[src/rtl/thread_scheduler_pkg.sv]
`default_nettype none
// ============================================================================
// Module      : thread_scheduler_pkg
// Description : Shared types for the fetch scheduler: thread id, virtual
//               pointer, per-thread run state and boot PCs.
// Revision    : 1.0 - initial release
// ============================================================================
package thread_scheduler_pkg;

    localparam int n_threads = 4;
    localparam int TID_W     = $clog2(n_threads);

    typedef logic [TID_W-1:0] threadid_t;
    typedef logic [31:0]      vptr_t;

    typedef enum logic [0:0] {
        RUN     = 1'b0,
        BLOCKED = 1'b1
    } thread_state_t;

    // Boot PC of thread idx: each thread gets its own 4 KiB-aligned entry point.
    function automatic vptr_t boot_pc(input int unsigned idx);
        return vptr_t'((idx + 1) << 12);
    endfunction

endpackage
`default_nettype wire

[src/rtl/thread_scheduler_if.sv]
`default_nettype none
// ============================================================================
// Module      : thread_scheduler_if
// Description : Bundle of writeback redirect, exception, I-cache and fetch
//               signals around the fetch scheduler. master = scheduler side.
// Revision    : 1.0 - initial release
// ============================================================================
interface thread_scheduler_if
    import thread_scheduler_pkg::*;
#(
    parameter int N_THREADS = n_threads
) ();

    logic [N_THREADS-1:0] wb_redirect_en;
    vptr_t                wb_redirect_pc [N_THREADS];
    logic                 exc_en;
    threadid_t            exc_thread;
    logic                 icache_miss_en;
    threadid_t            icache_miss_thread;
    vptr_t                icache_miss_pc;
    logic                 icache_fill_en;
    logic                 fetch_stall;
    logic                 fetch_valid;
    threadid_t            fetch_thread;
    vptr_t                fetch_pc;

    modport master (
        input  wb_redirect_en, wb_redirect_pc, exc_en, exc_thread,
               icache_miss_en, icache_miss_thread, icache_miss_pc,
               icache_fill_en, fetch_stall,
        output fetch_valid, fetch_thread, fetch_pc
    );

    modport slave (
        output wb_redirect_en, wb_redirect_pc, exc_en, exc_thread,
               icache_miss_en, icache_miss_thread, icache_miss_pc,
               icache_fill_en, fetch_stall,
        input  fetch_valid, fetch_thread, fetch_pc
    );

endinterface
`default_nettype wire

[src/rtl/thread_scheduler_rr_pick.sv]
`default_nettype none
// ============================================================================
// Module      : thread_scheduler_rr_pick
// Description : Combinational rotating-priority picker. Searches ptr+1,
//               ptr+2, ..., ptr (mod N) and returns the first ready index.
// Revision    : 1.0 - initial release
// ============================================================================
module thread_scheduler_rr_pick #(
    parameter int N = 4,
    parameter int W = $clog2(N)
) (
    input  logic [N-1:0] ready,
    input  logic [W-1:0] ptr,
    output logic         found,
    output logic [W-1:0] index
);

    logic [W-1:0] cand;

    // Walk the ring starting just after ptr; N is a power of two so the
    // W-bit add wraps naturally and k==N lands back on ptr itself.
    always_comb begin
        found = 1'b0;
        index = '0;
        cand  = '0;
        for (int k = 1; k <= N; k++) begin
            cand = ptr + W'(k);
            if (!found && ready[cand]) begin
                found = 1'b1;
                index = cand;
            end
        end
    end

endmodule
`default_nettype wire

[src/rtl/thread_scheduler.sv]
`default_nettype none
// ============================================================================
// Module      : thread_scheduler
// Description : Per-cycle fetch scheduler. Keeps each thread's next-fetch PC,
//               picks one ready thread per cycle (round robin, or only the
//               exception master while exc_en is high), applies WB redirects
//               and parks threads on I-cache misses until refill.
// Revision    : 1.0 - initial release
// ============================================================================
module thread_scheduler
    import thread_scheduler_pkg::*;
#(
    parameter int N_THREADS = n_threads,
    parameter int PC_STEP   = 4
) (
    input logic                clk,
    input logic                rst,
    thread_scheduler_if.master bus
);

    thread_state_t        tstate      [N_THREADS];
    thread_state_t        tstate_nxt  [N_THREADS];
    vptr_t                next_pc     [N_THREADS];
    vptr_t                next_pc_nxt [N_THREADS];
    logic [N_THREADS-1:0] miss_hit;
    logic [N_THREADS-1:0] ready;

    threadid_t rr_ptr;
    logic      pick_found;
    threadid_t pick_index;
    logic      cand_found;
    threadid_t cand;
    logic      issue;
    logic      held_hit;

    logic      out_valid;
    threadid_t out_thread;
    vptr_t     out_pc;

    // A thread missing or being redirected this cycle must not fetch with
    // its stale PC, so both conditions remove it from selection.
    generate
        for (genvar i = 0; i < N_THREADS; i++) begin : g_ready
            assign miss_hit[i] = bus.icache_miss_en &&
                                 (bus.icache_miss_thread == threadid_t'(i));
            assign ready[i]    = (tstate[i] == RUN) && !miss_hit[i] &&
                                 !bus.wb_redirect_en[i];
        end
    endgenerate

    thread_scheduler_rr_pick #(
        .N (N_THREADS),
        .W ($bits(threadid_t))
    ) u_rr_pick (
        .ready (ready),
        .ptr   (rr_ptr),
        .found (pick_found),
        .index (pick_index)
    );

    // Exception mode bypasses round robin: only the master may fetch.
    always_comb begin
        cand_found = pick_found;
        cand       = pick_index;
        if (bus.exc_en) begin
            cand_found = ready[bus.exc_thread];
            cand       = bus.exc_thread;
        end
    end

    assign issue    = !bus.fetch_stall && cand_found;
    assign held_hit = bus.wb_redirect_en[out_thread] ||
                      (bus.icache_miss_en && (bus.icache_miss_thread == out_thread));

    // Next PC and run state per thread; later assignments take priority:
    // redirect beats miss PC beats increment, and a miss beats a fill.
    always_comb begin
        for (int i = 0; i < N_THREADS; i++) begin
            next_pc_nxt[i] = next_pc[i];
            tstate_nxt[i]  = tstate[i];
            if (issue && (cand == threadid_t'(i))) begin
                next_pc_nxt[i] = next_pc[i] + vptr_t'(PC_STEP);
            end
            if (miss_hit[i]) begin
                next_pc_nxt[i] = bus.icache_miss_pc;
            end
            if (bus.wb_redirect_en[i]) begin
                next_pc_nxt[i] = bus.wb_redirect_pc[i];
            end
            if (bus.icache_fill_en) begin
                tstate_nxt[i] = RUN;
            end
            if (miss_hit[i]) begin
                tstate_nxt[i] = BLOCKED;
            end
        end
    end

    // Per-thread state registers.
    always_ff @(posedge clk) begin
        if (rst) begin
            for (int i = 0; i < N_THREADS; i++) begin
                tstate[i]  <= RUN;
                next_pc[i] <= boot_pc(i);
            end
        end else begin
            for (int i = 0; i < N_THREADS; i++) begin
                tstate[i]  <= tstate_nxt[i];
                next_pc[i] <= next_pc_nxt[i];
            end
        end
    end

    // Fetch request register and round-robin pointer. A stall holds the
    // request, but a held request whose thread was redirected or missed is
    // stale and gets dropped.
    always_ff @(posedge clk) begin
        if (rst) begin
            out_valid  <= 1'b0;
            out_thread <= '0;
            out_pc     <= '0;
            rr_ptr     <= '0;
        end else if (!bus.fetch_stall) begin
            if (cand_found) begin
                out_valid  <= 1'b1;
                out_thread <= cand;
                out_pc     <= next_pc[cand];
                rr_ptr     <= cand;
            end else begin
                out_valid  <= 1'b0;
            end
        end else if (held_hit) begin
            out_valid <= 1'b0;
        end
    end

    assign bus.fetch_valid  = out_valid;
    assign bus.fetch_thread = out_thread;
    assign bus.fetch_pc     = out_pc;

endmodule
`default_nettype wire
[src/flat_wrapper.sv]
// flat-port wrapper written by rule: the top's interface ports become plain ports
module thread_scheduler_flat import thread_scheduler_pkg::*;
#(
    parameter int N_THREADS = n_threads,
    parameter int PC_STEP   = 4
)
  (clk, rst, bus_wb_redirect_en, bus_wb_redirect_pc, bus_exc_en, bus_exc_thread, bus_icache_miss_en, bus_icache_miss_thread, bus_icache_miss_pc, bus_icache_fill_en, bus_fetch_stall, bus_fetch_valid, bus_fetch_thread, bus_fetch_pc);
  thread_scheduler_if #(.N_THREADS(N_THREADS)) bus_i ();
  input logic clk;
  input logic rst;
  input wire logic [$bits(bus_i.wb_redirect_en)-1:0] bus_wb_redirect_en;
  input wire logic [$bits(bus_i.wb_redirect_pc)-1:0] bus_wb_redirect_pc;
  input wire logic [$bits(bus_i.exc_en)-1:0] bus_exc_en;
  input wire logic [$bits(bus_i.exc_thread)-1:0] bus_exc_thread;
  input wire logic [$bits(bus_i.icache_miss_en)-1:0] bus_icache_miss_en;
  input wire logic [$bits(bus_i.icache_miss_thread)-1:0] bus_icache_miss_thread;
  input wire logic [$bits(bus_i.icache_miss_pc)-1:0] bus_icache_miss_pc;
  input wire logic [$bits(bus_i.icache_fill_en)-1:0] bus_icache_fill_en;
  input wire logic [$bits(bus_i.fetch_stall)-1:0] bus_fetch_stall;
  output wire logic [$bits(bus_i.fetch_valid)-1:0] bus_fetch_valid;
  output wire logic [$bits(bus_i.fetch_thread)-1:0] bus_fetch_thread;
  output wire logic [$bits(bus_i.fetch_pc)-1:0] bus_fetch_pc;
  assign bus_i.wb_redirect_en = bus_wb_redirect_en;
  assign bus_i.wb_redirect_pc = {>>{bus_wb_redirect_pc}};
  assign bus_i.exc_en = bus_exc_en;
  assign bus_i.exc_thread = bus_exc_thread;
  assign bus_i.icache_miss_en = bus_icache_miss_en;
  assign bus_i.icache_miss_thread = bus_icache_miss_thread;
  assign bus_i.icache_miss_pc = bus_icache_miss_pc;
  assign bus_i.icache_fill_en = bus_icache_fill_en;
  assign bus_i.fetch_stall = bus_fetch_stall;
  assign bus_fetch_valid = bus_i.fetch_valid;
  assign bus_fetch_thread = bus_i.fetch_thread;
  assign bus_fetch_pc = bus_i.fetch_pc;
  thread_scheduler #(.N_THREADS(N_THREADS), .PC_STEP(PC_STEP)) u_core (.clk(clk), .rst(rst), .bus(bus_i));
endmodule
[config.mk]
export PLATFORM = sky130hd
export DESIGN_NAME = thread_scheduler_flat
export DESIGN_NICKNAME = d
export VERILOG_FILES = /design/src/rtl/thread_scheduler_pkg.sv /design/src/rtl/thread_scheduler_if.sv /design/src/rtl/thread_scheduler_rr_pick.sv /design/src/rtl/thread_scheduler.sv /design/src/flat_wrapper.sv
export SDC_FILE = /design/constraint.sdc
export NUM_CORES = 1
export LEC_CHECK = 0
export CORE_UTILIZATION = 29
export CTS_CLUSTER_SIZE = 10
export DETAILED_ROUTE_END_ITERATION = 6
export PLACE_DENSITY_LB_ADDON = 0.15
export SYNTH_ARGS = -nofsm -noshare
export SYNTH_HDL_FRONTEND = slang
export SYNTH_SLANG_ARGS = --single-unit
[constraint.sdc]
create_clock -name clk -period 4.9 [get_ports clk]
set_input_delay 1.47 -clock clk [delete_from_list [all_inputs] [get_ports clk]]
set_output_delay 1.47 -clock clk [all_outputs]
set_load 0.005 [all_outputs]
==> impl_summary.log, run 1 <==
[metrics] overall die height: roughly 200 um
[metrics] nature of the critical path endpoint: flop
[metrics] min-delay src: u_core.next_pc[2][3]
[metrics] utilization after layout: between 30 and 40%
[metrics] Post-synth ARST share: 0%
[metrics] CTS-repair resized insts: 0
[metrics] fin nets: between 1500 and 2000
[metrics] violations in the final reports: DRC
[metrics] Buffers on Ports: 208
[metrics] vias: roughly 12000
[metrics] deepest level of the CTS H-tree: 4
[metrics] Core Box Area: around 39000 um2
[metrics] worst clock skew: ~0.011 ns
[metrics] count of max-cap constraint violations: 0
[metrics] CTS root buf: sky130_fd_sc_hd__clkbuf_16
[metrics] maximum frequency from static timing analysis: 227 MHz
[metrics] synthesized area per cell: between 7 and 8 um2
[metrics] synthesis-to-finish area growth: 28.2%
[metrics] worst-skew pair later-pin latency: roughly 0.44 ns
[metrics] antenna violations before repair: 0
[metrics] setup repair after global routing missed its margin: no
[metrics] Inserted Diodes: 0
[metrics] number of buffers added by the clock tree synthesis step: 17
[metrics] wire length per cell after detailed routing: approximately 22 um
[metrics] worst r2r path cells: 8
[metrics] Syn Std Cell Area: 11400 um2
[metrics] end point of the worst hold path: u_core.next_pc[2][3]
[metrics] WHS Path Cells: 2
[metrics] CTS clock-pin slew for the worst setup and hold paths: approximately 0.070 ns
[metrics] Synth Net Count: about 1600
[metrics] via count of the first global-routing pass: ~11000
[metrics] Reg2Reg Launch Point: u_core.rr_ptr[1]
[metrics] Max Slew Vio Count: 0
[metrics] Critical Setup Path Class: input port to flop
[metrics] final-layout setup total negative slack: 0 ns
[metrics] total leakage power: 4.99 nW
[metrics] maximum vdd drop: around 0.23 mV
[metrics] power density over cell area: about 270 nW/um2
[metrics] outcome: finished, violations left
[metrics] number of synthesized flops with an enable pin: 0
[metrics] number of instances in the synthesized netlist: between 1000 and 1500
[metrics] number of cell rows: 72
[metrics] critical path arrival: 4.74 ns
[metrics] fin worst setup slack: ~0.5 ns
[metrics] maximum number of pins on one net before global-route repair: a little under 70
[metrics] count of boundary I/O pins: 209
[metrics] Tmin final: 4.41 ns
[metrics] slack of the worst reg-to-reg path: around 1.7 ns
[metrics] required time of the worst setup path: between 5 and 6 ns
[metrics] grt ovf: 0
[metrics] Iter 0 DRT Violations: between 900 and 1000
[metrics] placed instance area: between 10000 and 15000 um2
[metrics] routability-driven placement congestion ratio: 0.869
[metrics] sequential share of the synthesized area: ~29%
[metrics] Max Buffers Root-to-Sink: 2
[metrics] ratio of cells with drive above 1 in the final layout: under 10%
[metrics] crit share post-route: 90.0%
[metrics] setup-violating endpoint count in the final report: 0
[metrics] worst slew pin tran: approximately 0.87 ns
[metrics] CP Max Fanout: 12
[metrics] reg-to-reg critical path endpoint: u_core.bus.fetch_pc[8]
[metrics] first drt pass iteration count: 7
[metrics] Hold Fails Final Rpt: 0
[metrics] DP Worst Slack: 0.0770 ns
[metrics] detailed-route DRC error count: 1
[metrics] HPWL reported at the end of detailed placement: about 37000 um
[metrics] total of flip-flops plus latches after synthesis: about 170
[metrics] library cells used by synthesis: 82
[metrics] Final Power: around 4.0 mW
[metrics] Yosys warning count: 0
[metrics] Routed WL: about 48000 um
[metrics] Post-CTS Repair Setup Buffers: 0
[metrics] Final ANT Viol Nets: 0
[metrics] top flip-flop cell by instance count after synthesis: sky130_fd_sc_hd__dfxtp_1
[metrics] category of the worst setup path launch point: input port
[metrics] initial standard-cell utilization of the core: between 20 and 30%
[metrics] first-pass GRT wire length: 70400 um
[metrics] average via count per standard cell: about 5.6
[metrics] CTS tree: yes
[metrics] die area: roughly 40000 um2
[metrics] Worst Hold Class: flop to flop
[metrics] Layout Cell Area excl Fill: ~15000 um2
[metrics] Post-CTS Hold Buffers: 0
[metrics] total global-route track usage: between 20% and 30%
[metrics] max-slew headroom at the worst pin: a little over two fifths
[metrics] sink count of the clock tree: 167
[metrics] floorplan die width: roughly 200 um
-- kinds of logic after synthesis --
logic type,synth area share [%]
compound gates,28.2
mux,7.36
xor+xnor,4.17
fa+ha+maj,0.441
buf+inv,5.36
simple gates,25.0
flops,29.5
-- final cells by class --
cell class	instances	area (um2)
Fill cell	3991	24100
Multi-Input combinational cell	1151	7420
Sequential cell	167	3340
Timing Repair Buffer	258	2510
Tap cell	518	648
Clock buffer	22	454
Inverter	25	93.8
Clock inverter	9	78.8
-- critical path, cell delays in order --
cell and delay [ns]:
sky130_fd_sc_hd__clkdlybuf4s50_1 0.60, sky130_fd_sc_hd__nor3b_2 0.46, sky130_fd_sc_hd__nor2_1 0.20, sky130_fd_sc_hd__mux4_2 0.48, sky130_fd_sc_hd__a211o_1 0.30, sky130_fd_sc_hd__nand2_2 0.29, sky130_fd_sc_hd__or3_1 0.49, sky130_fd_sc_hd__nor2_1 0.10
sky130_fd_sc_hd__a2111oi_1 0.34
-- how the worst max path moves through the flow --
stage,start,endpoint,slack (ns)
5_1_grt,bus_icache_miss_thread[1],u_core.bus.fetch_pc[24],0.26
4_1_cts,bus_icache_miss_thread[1],u_core.next_pc[0][15],0.53
3_3_place_gp,bus_icache_miss_thread[0],u_core.bus.fetch_pc[8],0.12
3_5_place_dp,bus_icache_miss_thread[1],u_core.next_pc[0][15],0.08
2_1_floorplan,bus_icache_miss_en,u_core.bus.fetch_pc[17],0.93
6_report,bus_icache_miss_thread[1],u_core.next_pc[0][15],0.49
-- routing by layer --
metal	up-vias	GRT usage (%)	share of wire, %
met3	41	3.36	8.1
met1	5773	37.7	49
met2	503	33.6	41
met4	0	5.80	1.5
met5	-	0	0
li1	5812	-	-
-- stage by stage --
step | std cells | hold slack (ns)
after floorplan | 1462 | 0.454
after global placement | 2119 | 0.480
after detailed placement | 2119 | 0.483
after CTS | 2150 | 0.499
after global routing | 2150 | 0.517
final | 2150 | 0.489
-- synthesized netlist by cell type (all sizes together) (32+ instances only) --
cell type | count | area (um2)
nor3 | 64 | 342
a22o | 33 | 289
o21ai | 59 | 295
a21oi | 105 | 529
a211oi | 137 | 1040
nand3 | 42 | 210
nand2 | 126 | 478
nor2 | 220 | 828
dfxtp | 167 | 3340
clkbuf | 80 | 300
buf | 39 | 214
xor2 | 32 | 280
mux4 | 34 | 766
-- state kept, by name, summed over array words and instances (netlist names) --
| name | count |
|---|---|
| u_core.rr_ptr | 2 |
| u_core.next_pc | 128 |
| u_core.bus.fetch_valid | 1 |
| u_core.tstate | 4 |
| u_core.bus.fetch_pc | 32 |
-- report_power, final --
group          internal [mW]  switching (mW)  total, mW  leakage (nW)
Combinational          0.492           0.500      0.992          3.35
Sequential              1.47           0.202       1.67          1.38
Clock                  0.707           0.592       1.30         0.260
Total                   2.67            1.29       3.96          4.99
-- layout by cell type, fill, tap and decap left out, drive strengths merged, types with 9 or more instances in the layout --
cell type,count
a211oi,137
a21oi,105
a22o,33
a311oi,19
a31oi,13
and3,28
and4,11
buf,55
clkbuf,22
clkdlybuf4s50,203
dfxtp,167
inv,24
mux4,34
nand2,126
nand2b,18
nand3,42
nand4,27
nor2,220
nor3,64
nor4,10
o21ai,59
o31ai,9
or3,23
xnor2,22
xor2,32
No activity file was read; power rests on OpenSTA's default activity.
==> run 2: changes to the inputs <==
Settings changed: GPL_ROUTABILITY_DRIVEN set to 0.
==> run 2 against run 1 <==
The run still ends with DRC left; wire length up 0.15%; global-route usage down 0.081 points; power up 6.3%; via count up 0.81%; hold slack worse by 0.0048 ns; register-to-register slack better by 0.15 ns; critical path type unchanged; largest cell class unchanged; largest power group unchanged.
==> impl_summary.log, run 2 (synthesis results as in run 1) <==
[metrics] Filler Cell Count: 3970 (-0.53%)
[metrics] Tmin final: 4.30 ns (-0.107 ns)
[metrics] setup repair after global routing missed its margin: no
[metrics] Post-CTS Repair Setup Buffers: 0 (unchanged)
[metrics] max-slew headroom at the worst pin: 41.0% (-0.71 points)
[metrics] total global-route track usage: 23.9% (-0.081 points)
[metrics] slowest stage delay, CP: 0.73 ns (+0.13 ns)
[metrics] deepest level of the CTS H-tree: 4 (unchanged)
[metrics] max FFs per register: 128 (unchanged)
[metrics] crit path max-delay cell type: sky130_fd_sc_hd__nor2_2
[metrics] detailed-route DRC error count: 1 (unchanged)
[metrics] dpl cells: 2114 (-0.24%)
[metrics] commonest non-fill, non-tap cell in the layout: sky130_fd_sc_hd__nor2_1
[metrics] flip-flop and latch area: 3340 um2 (unchanged)
[metrics] die area: 39900 um2 (unchanged)
[metrics] via count of the first global-routing pass: 10900 (-0.10%)
[metrics] logic depth of the worst path, buffers included: 8 (-1)
[metrics] DP Worst Slack: 0.133 ns (+0.0563 ns)
[metrics] CTS root buf: sky130_fd_sc_hd__clkbuf_16
[metrics] list of cells traversed by the critical path: clkdlybuf4s50_1 -> a311oi_2 -> mux2i_1 -> a211oi_4 -> nand2_2 -> nor2_2 -> buf_4 -> a22o_1
[metrics] nature of the critical path endpoint: flop
[metrics] footprint of the multi-input gates: 7420 um2 (unchanged)
[metrics] Iter 0 DRT Violations: 1075 (+17%)
[metrics] violations in the final reports: DRC
[metrics] floorplan die width: 200 um (unchanged)
[metrics] CTS tree: yes
[metrics] maximum vdd drop: 0.218 mV (-6.4%)
[metrics] non-filler instance count after layout: 2146 (-0.19%)
[metrics] count of boundary I/O pins: 209 (unchanged)
[metrics] first drt pass iteration count: 7 (unchanged)
[metrics] largest register by flop count: u_core.next_pc
[metrics] final-layout setup total negative slack: 0 ns (unchanged)
[metrics] number of cell rows: 72 (unchanged)
[metrics] min-delay src: u_core.bus.fetch_pc[8]
[metrics] required time of the worst setup path: 5.28 ns (+0.05 ns)
[metrics] HPWL reported at the end of detailed placement: 36600 um (-0.99%)
[metrics] outcome: finished, violations left
[metrics] CTS clock-pin slew for the worst setup and hold paths: 0.07 ns (about the same)
[metrics] setup-violating endpoint count in the final report: 0 (unchanged)
[metrics] grt ovf: 0 (unchanged)
[metrics] number of buffers added by the clock tree synthesis step: 17 (unchanged)
[metrics] sink count of the clock tree: 167 (unchanged)
[metrics] initial standard-cell utilization of the core: 29.4% (unchanged)
[metrics] Worst Hold Class: flop to flop
[metrics] Max Buffers Root-to-Sink: 2 (unchanged)
[metrics] ratio of cells with drive above 1 in the final layout: 9.34% (+0.023 points)
[metrics] worst clock skew: 0.0197 ns (+0.00902 ns)
[metrics] power density over cell area: 287 nW/um2 (+5.6%)
[metrics] antenna violations before repair: 0 (unchanged)
[metrics] most frequent cells in the layout: 218 x sky130_fd_sc_hd__nor2_1, 203 x sky130_fd_sc_hd__clkdlybuf4s50_1, 167 x sky130_fd_sc_hd__dfxtp_1, 136 x sky130_fd_sc_hd__a211oi_1, 124 x sky130_fd_sc_hd__nand2_1
[metrics] Routed WL: 48400 um (+0.15%)
[metrics] Buffers on Ports: 208 (unchanged)
[metrics] worst r2r path cells: 8 (unchanged)
[metrics] maximum frequency from static timing analysis: 232 MHz (+2.5%)
[metrics] first-pass GRT wire length: 70300 um (about the same)
[metrics] Core Box Area: 38600 um2 (unchanged)
[metrics] WHS Path Cells: 1 (-1)
[metrics] crit share post-route: 87.8% (-2.2 points)
[metrics] average via count per standard cell: 5.70 (+1.0%)
[metrics] Hold Fails Final Rpt: 0 (unchanged)
[metrics] category of cells accounting for the largest share of critical-path delay: compound AO/OA/AOI/OAI gates
[metrics] utilization after layout: 37.9% (+0.25 points)
[metrics] Post-CTS Hold Buffers: 0 (unchanged)
[metrics] count of max-cap constraint violations: 0 (unchanged)
[metrics] Final ANT Viol Nets: 0 (unchanged)
[metrics] CP Max Fanout: 21 (+9)
[metrics] Reg2Reg Launch Point: u_core.next_pc[2][2]
[metrics] synthesis-to-finish area growth: 29.1%
[metrics] maximum number of pins on one net before global-route repair: 68 (unchanged)
[metrics] Max Slew Vio Count: 0 (unchanged)
[metrics] wire length per cell after detailed routing: 22.6 um (+0.34%)
[metrics] total leakage power: 5.03 nW (+0.74%)
[metrics] start point of the critical path: bus_icache_miss_thread[0]
[metrics] worst slew pin tran: 0.883 ns (+0.0106 ns)
[metrics] critical path arrival: 4.68 ns (-0.06 ns)
[metrics] fin worst setup slack: 0.597 ns (+0.107 ns)
[metrics] Layout Cell Area excl Fill: 14600 um2 (+0.66%)
[metrics] Inserted Diodes: 0 (unchanged)
[metrics] worst-skew pair later-pin latency: 0.45 ns (about the same)
[metrics] placed instance area: 14000 um2 (-0.18%)
[metrics] CTS-repair resized insts: 0 (unchanged)
[metrics] Critical Setup Path Class: input port to flop
[metrics] buffers plus inverters on the worst setup path: 2 (+1)
[metrics] vias: 12200 (+0.81%)
[metrics] fin nets: 1793 (-0.28%)
[metrics] overall die height: 200 um (unchanged)
[metrics] category of the worst setup path launch point: input port
[run 2: area by class of cell]
cell class | instances | share of cell area, %
Clock buffer | 20 | 3.19
Clock inverter | 12 | 1.28
Inverter | 25 | 0.641
Multi-Input combinational cell | 1151 | 50.7
Sequential cell | 167 | 22.8
Tap cell | 518 | 4.42
Timing Repair Buffer | 253 | 17.0
[run 2: metrics by stage]
step | hold WS, ns | power (mW)
final | 0.484 | 4.21
after global routing | 0.503 | 4.39
after CTS | 0.484 | 4.22
after detailed placement | 0.460 | 2.68
after global placement | 0.479 | 2.66
after floorplan | 0.454 | 2.20
[run 2: metal layers]
layer	global-route usage, %	up-vias	part of all wire [%]
met5	0	-	0
met1	37.6	5882	49
li1	-	5801	-
met2	33.3	510	42
met3	3.49	34	7.8
met4	5.68	0	1.6
[run 2: power breakdown]
part           switching [mW]  internal, mW  total, mW  leakage (nW)
Combinational           0.501         0.491      0.991          3.33
Sequential              0.203          1.47       1.67          1.38
Clock                   0.641         0.906       1.55         0.315
[run 2: worst paths after layout]
path / to / slack, ns
setup reg to reg: u_core.next_pc[2][31] / 1.84
hold / removal: u_core.bus.fetch_pc[8] / 0.48
hold reg to reg: u_core.bus.fetch_pc[8] / 0.48
setup / recovery: u_core.bus.fetch_pc[21] / 0.60
==> run 3: changes to the inputs <==
Settings changed: CAP_MARGIN set to 40, CORE_MARGIN set to 4.
==> run 3 against run 2 <==
The run now ends clean; global-route usage down 1.6 points; sequential share of layout area down 0.097 points; clock power down 8%; power down 2.7%; maximum frequency down 0.84%; die area up 6.1%.
==> impl_summary.log, run 3 (synthesis results as in run 1) <==
[metrics] outcome: complete, no violations
[metrics] first drt pass iteration count: 5 (-2)
[metrics] nature of the critical path endpoint: flop
[metrics] Layout Cell Area excl Fill: 14700 um2 (+0.43%)
[metrics] largest register by flop count: u_core.next_pc
[metrics] Critical Setup Path Class: input port to flop
[metrics] HPWL reported at the end of detailed placement: 37600 um (+2.8%)
[metrics] total leakage power: 5.08 nW (+1.0%)
[metrics] slack of the worst reg-to-reg path: 1.72 ns (-0.12 ns)
[metrics] floorplan die width: 206 um (+3.0%)
[metrics] slowest stage delay, CP: 0.61 ns (-0.12 ns)
[metrics] number of buffers added by the clock tree synthesis step: 17 (unchanged)
[metrics] worst r2r path cells: 9 (+1)
[metrics] Routed WL: 48500 um (+0.17%)
[metrics] synthesis-to-finish area growth: 29.6%
[metrics] capturing element of the worst setup path: u_core.next_pc[2][31]
[metrics] CTS clock-pin slew for the worst setup and hold paths: 0.06 ns (about the same)
[metrics] Post-CTS Repair Setup Buffers: 0 (unchanged)
[metrics] maximum vdd drop: 0.216 mV (-0.63%)
[metrics] Tmin final: 4.34 ns (+0.0363 ns)
[metrics] first-pass GRT wire length: 71600 um (+1.8%)
[metrics] average via count per standard cell: 5.66 (-0.71%)
[metrics] Buffers on Ports: 208 (unchanged)
[metrics] Hold Fails Final Rpt: 0 (unchanged)
[metrics] crit share post-route: 88.6% (+0.74 points)
[metrics] setup-violating endpoint count in the final report: 0 (unchanged)
[metrics] CTS root buf: sky130_fd_sc_hd__clkbuf_16
[metrics] critical path arrival: 4.66 ns (-0.02 ns)
[metrics] Worst Hold Class: flop to flop
[metrics] Core Box Area: 38600 um2 (unchanged)
[metrics] start point of the critical path: bus_icache_miss_thread[0]
[metrics] number of cell rows: 72 (unchanged)
[metrics] category of the worst setup path launch point: input port
[metrics] max FFs per register: 128 (unchanged)
[metrics] deepest level of the CTS H-tree: 4 (unchanged)
[metrics] vias: 12200 (-0.065%)
[metrics] placed instance area: 14100 um2 (+0.75%)
[metrics] Max Slew Vio Count: 0 (unchanged)
[metrics] count of max-cap constraint violations: 0 (unchanged)
[metrics] detailed-route DRC error count: 0 (-1)
[metrics] via count of the first global-routing pass: 11200 (+3.5%)
[metrics] maximum number of pins on one net before global-route repair: 69 (+1.5%)
[metrics] CTS tree: yes
[metrics] Global Route met3 Usage: 3.70% (+0.21 points)
[metrics] Reg2Reg Launch Point: u_core.rr_ptr[1]
[metrics] antenna violations before repair: 0 (unchanged)
[metrics] Post-CTS Hold Buffers: 0 (unchanged)
[metrics] crit path max-delay cell type: sky130_fd_sc_hd__clkdlybuf4s50_1
[metrics] overall die height: 206 um (+3.0%)
[metrics] total global-route track usage: 22.3% (-1.6 points)
[metrics] wire length per cell after detailed routing: 22.4 um (-0.48%)
[metrics] most used routing layer: met1
[metrics] required time of the worst setup path: 5.22 ns (-0.06 ns)
[metrics] worst slew pin tran: 0.728 ns (-0.155 ns)
[metrics] most used cell along the critical path: sky130_fd_sc_hd__buf_4
[metrics] maximum frequency from static timing analysis: 230 MHz (-0.84%)
[metrics] Iter 0 DRT Violations: 984 (-8.5%)
[metrics] fin nets: 1807 (+0.78%)
[metrics] GR met1 Demand/Resource: 34.4% (-3.2 points)
[metrics] worst-skew pair later-pin latency: 0.44 ns (about the same)
[metrics] CP Max Fanout: 10 (-52%)
[metrics] power density over cell area: 278 nW/um2 (-3.1%)
[metrics] die area: 42400 um2 (+6.1%)
[metrics] commonest non-fill, non-tap cell in the layout: sky130_fd_sc_hd__nor2_1
[metrics] Final ANT Viol Nets: 0 (unchanged)
[metrics] max-slew headroom at the worst pin: 51.5% (+10 points)
[metrics] sink count of the clock tree: 167 (unchanged)
[metrics] count of boundary I/O pins: 209 (unchanged)
[metrics] ratio of cells with drive above 1 in the final layout: 9.99% (+0.66 points)
[metrics] met2 Resource Use GR: 32.3% (-1.0 points)
[metrics] list of cells traversed by the critical path: clkdlybuf4s50_1 -> and3b_1 -> nor3_2 -> a2111oi_1 -> a211oi_4 -> buf_4 -> nand4_1 -> buf_4 -> nor3_1 -> a31oi_1 -> o221a_2
[metrics] final-layout setup total negative slack: 0 ns (unchanged)
[metrics] setup repair after global routing missed its margin: no
[metrics] reg-to-reg critical path endpoint: u_core.bus.fetch_pc[15]
[metrics] CTS-repair resized insts: 0 (unchanged)
[metrics] grt ovf: 0 (unchanged)
[metrics] Max Buffers Root-to-Sink: 2 (unchanged)
[metrics] worst clock skew: 0.0146 ns (-0.00515 ns)
[metrics] most frequent cells in the layout: 218 x sky130_fd_sc_hd__nor2_1, 203 x sky130_fd_sc_hd__clkdlybuf4s50_1, 167 x sky130_fd_sc_hd__dfxtp_1, 136 x sky130_fd_sc_hd__a211oi_1, 124 x sky130_fd_sc_hd__nand2_1
[metrics] initial standard-cell utilization of the core: 29.4% (unchanged)
-- run 3: cell types whose count changed in the layout (fill, tap and decap cells not counted), sizes merged --
| cell | previous run | this run |
|---|---|---|
| buf | 50 | 64 |
| clkbuf | 20 | 23 |
| inv | 29 | 26 |
| bufinv | 4 | 2 |
| clkinv | 2 | 4 |
| clkinvlp | 2 | 1 |
| diode | 0 | 1 |
-- run 3: how the worst min path moves through the flow --
stage,startpoint,endpoint,depth (start not counted),slack [ns]
floorplan,u_core.next_pc[1][3],u_core.next_pc[1][3],2,0.45
global placement,u_core.next_pc[2][21],u_core.next_pc[2][21],2,0.48
finish,u_core.bus.fetch_pc[5],u_core.bus.fetch_pc[5],1,0.48
global route,u_core.bus.fetch_pc[5],u_core.bus.fetch_pc[5],1,0.50
CTS,u_core.bus.fetch_pc[5],u_core.bus.fetch_pc[5],1,0.49
detailed placement,u_core.bus.fetch_pc[5],u_core.bus.fetch_pc[5],1,0.47
-- run 3: layer usage --
layer / wire length, um / part of all wire [%] / vias to the layer above
met5: 0 / 0 / -
met4: 810 / 1.7 / 0
met3: 3290 / 6.8 / 44
met2: 20600 / 43 / 473
met1: 23800 / 49 / 5873
li1: - / - / 5829
-- run 3: cell type report --
| cell class | count | area (um2) |
|---|---|---|
| diodes | 1 | 2.50 |
| clock buffers | 23 | 498 |
| clock inverters | 8 | 111 |
| fillers | 3979 | 23900 |
| inverters | 25 | 93.8 |
| multi-input cells | 1151 | 7420 |
| flip-flops and latches | 167 | 3340 |
| well taps | 518 | 648 |
| repair buffers | 267 | 2590 |
-- run 3: worst max-delay path: cells and delay by family --
family / cells / cell delay [ns]
buffers and inverters: 3 / 1.08
AOI/OAI and AO/OA: 4 / 0.86
and+or+nand+nor: 4 / 1.25
-- run 3: power by group --
group	internal [mW]	switching (mW)	total, mW
clock	0.824	0.599	1.42
combinational	0.503	0.502	1.01
sequential	1.47	0.199	1.67
-- run 3: through the flow --
stage          hold WS, ns  util (%)  std cells  setup WS (ns)  total power [mW]
3_5_place_dp         0.472      36.5       2128          0.179              2.69
2_1_floorplan        0.454         -       1462          0.930              2.20
5_1_grt              0.505      38.1       2159          0.377              4.27
3_3_place_gp         0.475      36.5       2128          0.283              2.68
4_1_cts              0.486      38.1       2159          0.641              4.11
6_report             0.483      38.1       2160          0.561              4.10
